**src/rtl/load_unit_if.sv**
```systemverilog
// Request, response and data-memory signals of the sequential load unit.
// slave = the load unit itself; master = the core/memory side driving it.
interface load_unit_if #(
    parameter int XLEN = 32
);
    logic            req_valid;
    logic            req_ready;
    logic [31:0]     req_addr;
    logic [2:0]      req_f3;
    logic            rsp_valid;
    logic            rsp_ready;
    logic [XLEN-1:0] rsp_data;
    logic            rsp_fault;
    logic            mem_req;
    logic            mem_gnt;
    logic [31:0]     mem_addr;
    logic [XLEN-1:0] mem_rdata;
    logic            mem_rvalid;

    // All three channels use valid/ready-style handshakes: a transfer happens on a
    // rising clk edge where both sides are high (req_valid&req_ready,
    // rsp_valid&rsp_ready, mem_req&mem_gnt); the initiator holds its payload stable
    // until then. mem_rvalid is a one-cycle strobe with no back-pressure.
    modport slave (
        input  req_valid, req_addr, req_f3, rsp_ready, mem_gnt, mem_rdata, mem_rvalid,
        output req_ready, rsp_valid, rsp_data, rsp_fault, mem_req, mem_addr
    );

    modport master (
        output req_valid, req_addr, req_f3, rsp_ready, mem_gnt, mem_rdata, mem_rvalid,
        input  req_ready, rsp_valid, rsp_data, rsp_fault, mem_req, mem_addr
    );
endinterface

```
**src/rtl/load_unit.sv**
```systemverilog
// Sequential load unit: issues one or two aligned reads per load, merges the beats
// and returns the sign/zero-extended result (or a fault) over a valid/ready response.
module load_unit #(
    parameter int XLEN             = 32,
    parameter bit SPLIT_MISALIGNED = 1'b1
) (
    input  logic       clk,
    input  logic       rst_n,
    load_unit_if.slave bus,
    output logic [2:0] dbg_state_o
);
    localparam int BYTES = XLEN / 8;
    localparam int OFS_W = $clog2(BYTES);

    typedef enum logic [2:0] {
        IDLE    = 3'd0,
        REQ_LO  = 3'd1,
        WAIT_LO = 3'd2,
        REQ_HI  = 3'd3,
        WAIT_HI = 3'd4,
        RESP    = 3'd5
    } state_t;

    state_t          state_q, state_d;
    logic [31:0]     base_q, base_d;
    logic [OFS_W-1:0] off_q, off_d;
    logic [1:0]      size_q, size_d;
    logic            ext_q, ext_d;
    logic            cross_q, cross_d;
    logic [XLEN-1:0] lo_q, lo_d;
    logic [XLEN-1:0] data_q, data_d;
    logic            fault_q, fault_d;

    logic [OFS_W-1:0] req_off;
    logic [3:0]       req_size;
    logic [4:0]       req_end;
    logic             req_cross;
    logic             req_illegal;

    always_comb begin
        req_off     = bus.req_addr[OFS_W-1:0];
        req_size    = 4'd1 << bus.req_f3[1:0];
        req_end     = 5'(req_off) + 5'(req_size);
        req_cross   = req_end > 5'(BYTES);
        req_illegal = (bus.req_f3 == 3'b111) ||
                      ((XLEN == 32) && ((bus.req_f3 == 3'b011) || (bus.req_f3 == 3'b110)));
    end

    // Beat merge: in WAIT_LO the incoming beat is the low word, in WAIT_HI it is the high word.
    logic [XLEN-1:0]   beat_lo, beat_hi, raw, ext_data;
    logic [2*XLEN-1:0] shifted;
    logic              sign_bit;
    int                nbits;

    always_comb begin
        beat_lo  = (state_q == WAIT_LO) ? bus.mem_rdata : lo_q;
        beat_hi  = (state_q == WAIT_HI) ? bus.mem_rdata : '0;
        shifted  = {beat_hi, beat_lo} >> {off_q, 3'b000};
        raw      = shifted[XLEN-1:0];
        nbits    = 8 << size_q;
        case (size_q)
            2'd0:    sign_bit = raw[7];
            2'd1:    sign_bit = raw[15];
            2'd2:    sign_bit = raw[31];
            default: sign_bit = raw[XLEN-1];
        endcase
        ext_data = '0;
        for (int i = 0; i < XLEN; i++) begin
            ext_data[i] = (i < nbits) ? raw[i] : (ext_q & sign_bit);
        end
    end

    always_comb begin
        state_d = state_q;
        base_d  = base_q;
        off_d   = off_q;
        size_d  = size_q;
        ext_d   = ext_q;
        cross_d = cross_q;
        lo_d    = lo_q;
        data_d  = data_q;
        fault_d = fault_q;
        case (state_q)
            IDLE: begin
                if (bus.req_valid) begin
                    base_d  = {bus.req_addr[31:OFS_W], {OFS_W{1'b0}}};
                    off_d   = req_off;
                    size_d  = bus.req_f3[1:0];
                    ext_d   = ~bus.req_f3[2];
                    cross_d = req_cross;
                    if (req_illegal || (req_cross && !SPLIT_MISALIGNED)) begin
                        state_d = RESP;
                        fault_d = 1'b1;
                        data_d  = '0;
                    end else begin
                        state_d = REQ_LO;
                    end
                end
            end
            REQ_LO:  if (bus.mem_gnt) state_d = WAIT_LO;
            WAIT_LO: begin
                if (bus.mem_rvalid) begin
                    lo_d = bus.mem_rdata;
                    if (cross_q) begin
                        state_d = REQ_HI;
                    end else begin
                        state_d = RESP;
                        data_d  = ext_data;
                        fault_d = 1'b0;
                    end
                end
            end
            REQ_HI:  if (bus.mem_gnt) state_d = WAIT_HI;
            WAIT_HI: begin
                if (bus.mem_rvalid) begin
                    state_d = RESP;
                    data_d  = ext_data;
                    fault_d = 1'b0;
                end
            end
            RESP:    if (bus.rsp_ready) state_d = IDLE;
            default: state_d = IDLE;
        endcase
    end

    always_ff @(posedge clk) begin
        if (!rst_n) begin
            state_q <= IDLE;
            base_q  <= '0;
            off_q   <= '0;
            size_q  <= '0;
            ext_q   <= 1'b0;
            cross_q <= 1'b0;
            lo_q    <= '0;
            data_q  <= '0;
            fault_q <= 1'b0;
        end else begin
            state_q <= state_d;
            base_q  <= base_d;
            off_q   <= off_d;
            size_q  <= size_d;
            ext_q   <= ext_d;
            cross_q <= cross_d;
            lo_q    <= lo_d;
            data_q  <= data_d;
            fault_q <= fault_d;
        end
    end

    // The high beat address wraps naturally in 32-bit arithmetic.
    always_comb begin
        bus.req_ready = (state_q == IDLE);
        bus.rsp_valid = (state_q == RESP);
        bus.rsp_data  = data_q;
        bus.rsp_fault = fault_q;
        bus.mem_req   = (state_q == REQ_LO) || (state_q == REQ_HI);
        case (state_q)
            REQ_LO:  bus.mem_addr = base_q;
            REQ_HI:  bus.mem_addr = base_q + 32'(BYTES);
            default: bus.mem_addr = '0;
        endcase
    end

    assign dbg_state_o = state_q;
endmodule

```
**src/flat_wrapper.sv**
```systemverilog
// flat-port wrapper written by rule: the top's interface ports become plain ports
module load_unit_flat 
#(
    parameter int XLEN             = 32,
    parameter bit SPLIT_MISALIGNED = 1'b1
)
  (clk, rst_n, dbg_state_o, bus_req_valid, bus_req_addr, bus_req_f3, bus_rsp_ready, bus_mem_gnt, bus_mem_rdata, bus_mem_rvalid, bus_req_ready, bus_rsp_valid, bus_rsp_data, bus_rsp_fault, bus_mem_req, bus_mem_addr);
  load_unit_if #(.XLEN(XLEN)) bus_i ();
  input  logic clk;
  input  logic rst_n;
  output logic [2:0] dbg_state_o;
  input wire logic [$bits(bus_i.req_valid)-1:0] bus_req_valid;
  input wire logic [$bits(bus_i.req_addr)-1:0] bus_req_addr;
  input wire logic [$bits(bus_i.req_f3)-1:0] bus_req_f3;
  input wire logic [$bits(bus_i.rsp_ready)-1:0] bus_rsp_ready;
  input wire logic [$bits(bus_i.mem_gnt)-1:0] bus_mem_gnt;
  input wire logic [$bits(bus_i.mem_rdata)-1:0] bus_mem_rdata;
  input wire logic [$bits(bus_i.mem_rvalid)-1:0] bus_mem_rvalid;
  output wire logic [$bits(bus_i.req_ready)-1:0] bus_req_ready;
  output wire logic [$bits(bus_i.rsp_valid)-1:0] bus_rsp_valid;
  output wire logic [$bits(bus_i.rsp_data)-1:0] bus_rsp_data;
  output wire logic [$bits(bus_i.rsp_fault)-1:0] bus_rsp_fault;
  output wire logic [$bits(bus_i.mem_req)-1:0] bus_mem_req;
  output wire logic [$bits(bus_i.mem_addr)-1:0] bus_mem_addr;
  assign bus_i.req_valid = bus_req_valid;
  assign bus_i.req_addr = bus_req_addr;
  assign bus_i.req_f3 = bus_req_f3;
  assign bus_i.rsp_ready = bus_rsp_ready;
  assign bus_i.mem_gnt = bus_mem_gnt;
  assign bus_i.mem_rdata = bus_mem_rdata;
  assign bus_i.mem_rvalid = bus_mem_rvalid;
  assign bus_req_ready = bus_i.req_ready;
  assign bus_rsp_valid = bus_i.rsp_valid;
  assign bus_rsp_data = bus_i.rsp_data;
  assign bus_rsp_fault = bus_i.rsp_fault;
  assign bus_mem_req = bus_i.mem_req;
  assign bus_mem_addr = bus_i.mem_addr;
  load_unit #(.XLEN(XLEN), .SPLIT_MISALIGNED(SPLIT_MISALIGNED)) u_core (.clk(clk), .rst_n(rst_n), .bus(bus_i), .dbg_state_o(dbg_state_o));
endmodule
```
**config.mk**
```make
export PLATFORM = sky130hd
export DESIGN_NAME = load_unit_flat
export DESIGN_NICKNAME = d
export VERILOG_FILES = /design/src/rtl/load_unit_if.sv /design/src/rtl/load_unit.sv /design/src/flat_wrapper.sv
export SDC_FILE = /design/constraint.sdc
export NUM_CORES = 1
export LEC_CHECK = 0
export ABC_AREA = 1
export CAP_MARGIN = 20
export CORE_MARGIN = 5
export CORE_UTILIZATION = 45
export DETAILED_ROUTE_END_ITERATION = 7
export HOLD_SLACK_MARGIN = 0.02
export PLACE_DENSITY_LB_ADDON = 0.12
export REMOVE_ABC_BUFFERS = 1
export SETUP_SLACK_MARGIN = 0.1
export SYNTH_ARGS = -nofsm -noshare
export SYNTH_HDL_FRONTEND = slang
export SYNTH_SLANG_ARGS = --single-unit
```
**constraint.sdc**
```tcl
create_clock -name clk -period 2.4 [get_ports clk]
set_input_delay 0.6 -clock clk [delete_from_list [all_inputs] [get_ports clk]]
set_output_delay 0.6 -clock clk [all_outputs]
set_load 0.05 [all_outputs]
```
==> impl_results.md <==
- Status: finished, violations left
- 1st-pass router iterations: 5
- CTS tree: done
- GR Util All Layers: 25.4%
- Ports: around 140
- Proportion of layout cells with a drive suffix above 1: 24.6%
- TritonCTS Buffers: 9
- Pwr Total: 9020 uW
- Startpoint types: flip-flop
- Worst-Margin Slew: 0.649 ns
- First-pass GRT wire length: 33.6 mm
- Sink Count: 104
- Max Cap Viol: 0
- Vias per cell: 5.49
- Sequential share of power: around 27%
- Clock root cell: clkbuf_16
- CTS Hold Bufs: 0
- Ys flop type: dfxtp_1
- Tcrit/Tclk final: 118%
- Leakage power: about 0.0037 uW
- Die X: 127 um
- Minimum clock period: 2.83 ns
- DRC Markers: 0
- Ys Warns: 0
- Num rows: 42
- Starting DRT DRC Count: 731
- Initial antenna violation count: 1
- CP Capture Type: primary output
- Total grt overflow: 0
- WL/cell: 16.5 um
- Cell Int Power: 4790 uW
- Switching part of the total: 46.9%
- Top post-synthesis cells by count: 182 x nand2_1, 123 x a21oi_1, 106 x o21ai_0
- Final hold vios: 0
- Setup TNS: -6.24 ns
- Mapped Cells: 940
- Longest Clk Path Bufs: 2
- Most frequent cell after synthesis: nand2_1
- Sequential share of the synthesized area: 34.0%
- Layout area overhead: 54.8%
- CORE AREA: 0.0133 mm2
- Via count: 7214
- Final worst setup slack: -0.428 ns
- CP required: 1.80 ns
- Worst-path maximum fanout: 5
- Fin Hold WS: 0.455 ns
- Skew final: 0.0103 ns
- Crit Path Class: reg -> out
- Pwr/cell area: 951 mW/mm2
- Reg2reg setup slack: 0.29 ns
- Maximum clock frequency: 354 MHz
- I/O Buffers: 141
- H-tree depth: 3
- Flop and latch count out of synthesis: 104
- Top cells by area, synth: dfxtp_1 34%, nand2_1 11%, a21oi_1 10%
- Initial Utilization: 46.1%
- # fillers: 1093
- Async SR Flop Fraction: 0%
- Failing checks: setup timing
- Largest net degree at the start of global routing: 60
- Clock Latency Late Sink: roughly 0.36 ns
- Final HPWL from detailed placement: 14.4 mm
- Clock group share of total power: 15.6%
- Gpl congestion: approximately 0.93
- Unrepaired setup endpoints after global routing: yes
- Final #Nets: between 1000 and 1500
- Clock transition at the registers of the reported paths: 0.07 ns
- Max-slew violations: 0
- Die height: 127 um
- Worst EP arrival: roughly 2.2 ns
- Yosys top cell by area: dfxtp_1
- Slew HR: 56.8%
- Post-Route WL: roughly 22 mm
- Detail Route Antenna Nets: 0
- Setup violation total in the final timing report: 25
- Synth Cell Area: approximately 0.0061 mm2
- Hold WC Path Type: reg -> reg
- Switching pwr: 4230 uW
- Number of flops mapped to enable cells by yosys: 0
- Die Area: 0.0160 mm2
- Peak supply drop: just under 0.9 mV
- Mean Syn Cell Area: between 6 and 7 um2
- Post-synth top area share: 34.0%
- Gate power share: 57.5%
- Number of distinct library cells after synthesis: 40
- Vias in the first global route: 6730
power groups by stage:
stage	clock network, uW	logic, uW	registers, uW
finish	1410	5190	2430
global route	1500	5610	2470
CTS	1430	4910	2370
detailed placement	0	4670	2380
global placement	0	4650	2370
floorplan	0	2290	2740
state kept, by name, summed over array words and instances (netlist names):
name,cells
u_core.bus.rsp_fault,1
u_core.lo_q,32
u_core.base_q,30
u_core.off_q,2
u_core.dbg_state_o,3
u_core.bus.rsp_data,32
u_core.size_q,2
u_core.cross_q,1
u_core.ext_q,1
per-stage QoR:
step	instances	cell area (um2)	utilization [%]	worst slack [ns]
2_1_floorplan	883	5850	-	-2.05
3_3_place_gp	1276	8450	63.6	-0.112
3_5_place_dp	1276	8450	63.6	-0.0881
4_1_cts	1306	9150	68.8	-0.308
5_1_grt	1313	9490	71.4	-0.504
6_report	1313	9490	71.4	-0.428
cells by family (layout without fill, tap and decap cells):
logic type	Yosys count	count (layout)	synth area share (%)
AND/OR/NAND/NOR	360	360	26.0
AO/OA/AOI/OAI	308	308	27.6
buffers and inverters	156	351	10.5
flip-flops	104	104	34.0
XOR/XNOR	8	8	1.14
adder cells (fa/ha/maj)	3	3	0.735
other	1	3	0.0612
cell usage in the layout, fill, tap and decap left out, drive strengths merged:
cell type	Yosys	layout
nor2	61	61
o21bai	1	1
dfxtp	104	104
fa	1	1
dlymetal6s2s	0	1
ha	2	2
nand4	11	11
clkbuf	35	13
nand2	189	189
a21o	6	6
diode	0	1
a211oi	17	17
nand3	65	65
conb	1	2
clkinvlp	0	2
nor4	5	5
o21ai	126	126
clkinv	3	6
nor3	27	27
buf	23	128
xor2	8	8
a31oi	2	2
a21oi	133	133
o32ai	1	1
a221oi	1	1
or2	2	2
o211ai	12	12
clkdlybuf4s50	0	106
inv	95	95
o22ai	9	9
critical path, cell delays in order, from the launching register on:
cell and delay (ns):
dfxtp_4 0.39, nand2_4 0.07, nor2_4 0.14, nand4_1 0.23, nor2_2 0.19, nand3_2 0.11, nor2_4 0.17, nand3_1 0.11
nand2_1 0.09, nand2_1 0.06, nor2_2 0.15, buf_12 0.16
final timing paths:
| check | from | to | depth (start not counted) |
|---|---|---|---|
| setup / recovery | u_core.base_q[6] | bus_mem_addr[29] | 11 |
| hold / removal | u_core.lo_q[5] | u_core.lo_q[5] | 2 |
| setup reg to reg | u_core.dbg_state_o[1] | u_core.bus.rsp_data[0] | 11 |
| hold reg to reg | u_core.lo_q[5] | u_core.lo_q[5] | 2 |
cell type report:
cell class / count / area, um2 / share of cell area (%)
inverter: 98 / 390 / 4.12
tap: 176 / 220 / 2.32
clock buffer: 11 / 243 / 2.56
clock inverter: 5 / 31.3 / 0.330
antenna: 1 / 2.50 / 0.0264
timing repair buffer: 237 / 2570 / 27.1
sequential: 104 / 2110 / 22.2
multi-input combinational: 681 / 3920 / 41.3
layer usage:
| metal | track usage (%) | vias up | share of wire (%) |
|---|---|---|---|
| met3 | 5.25 | 38 | 6.1 |
| met1 | 34.5 | 3377 | 44 |
| met5 | 0 | - | 0 |
| met4 | 5.11 | 0 | 2.2 |
| met2 | 42.2 | 239 | 48 |
| li1 | - | 3560 | - |
what timing repair did:
action | 4_1_cts | 5_1_grt
setup buffers | 14 | 8
setup endpoints to repair | 28 | 43
gates cloned | 0 | 0
pin swaps | 19 | 26
resized for setup | 92 | 69
No activity file was read; power rests on OpenSTA's default activity.
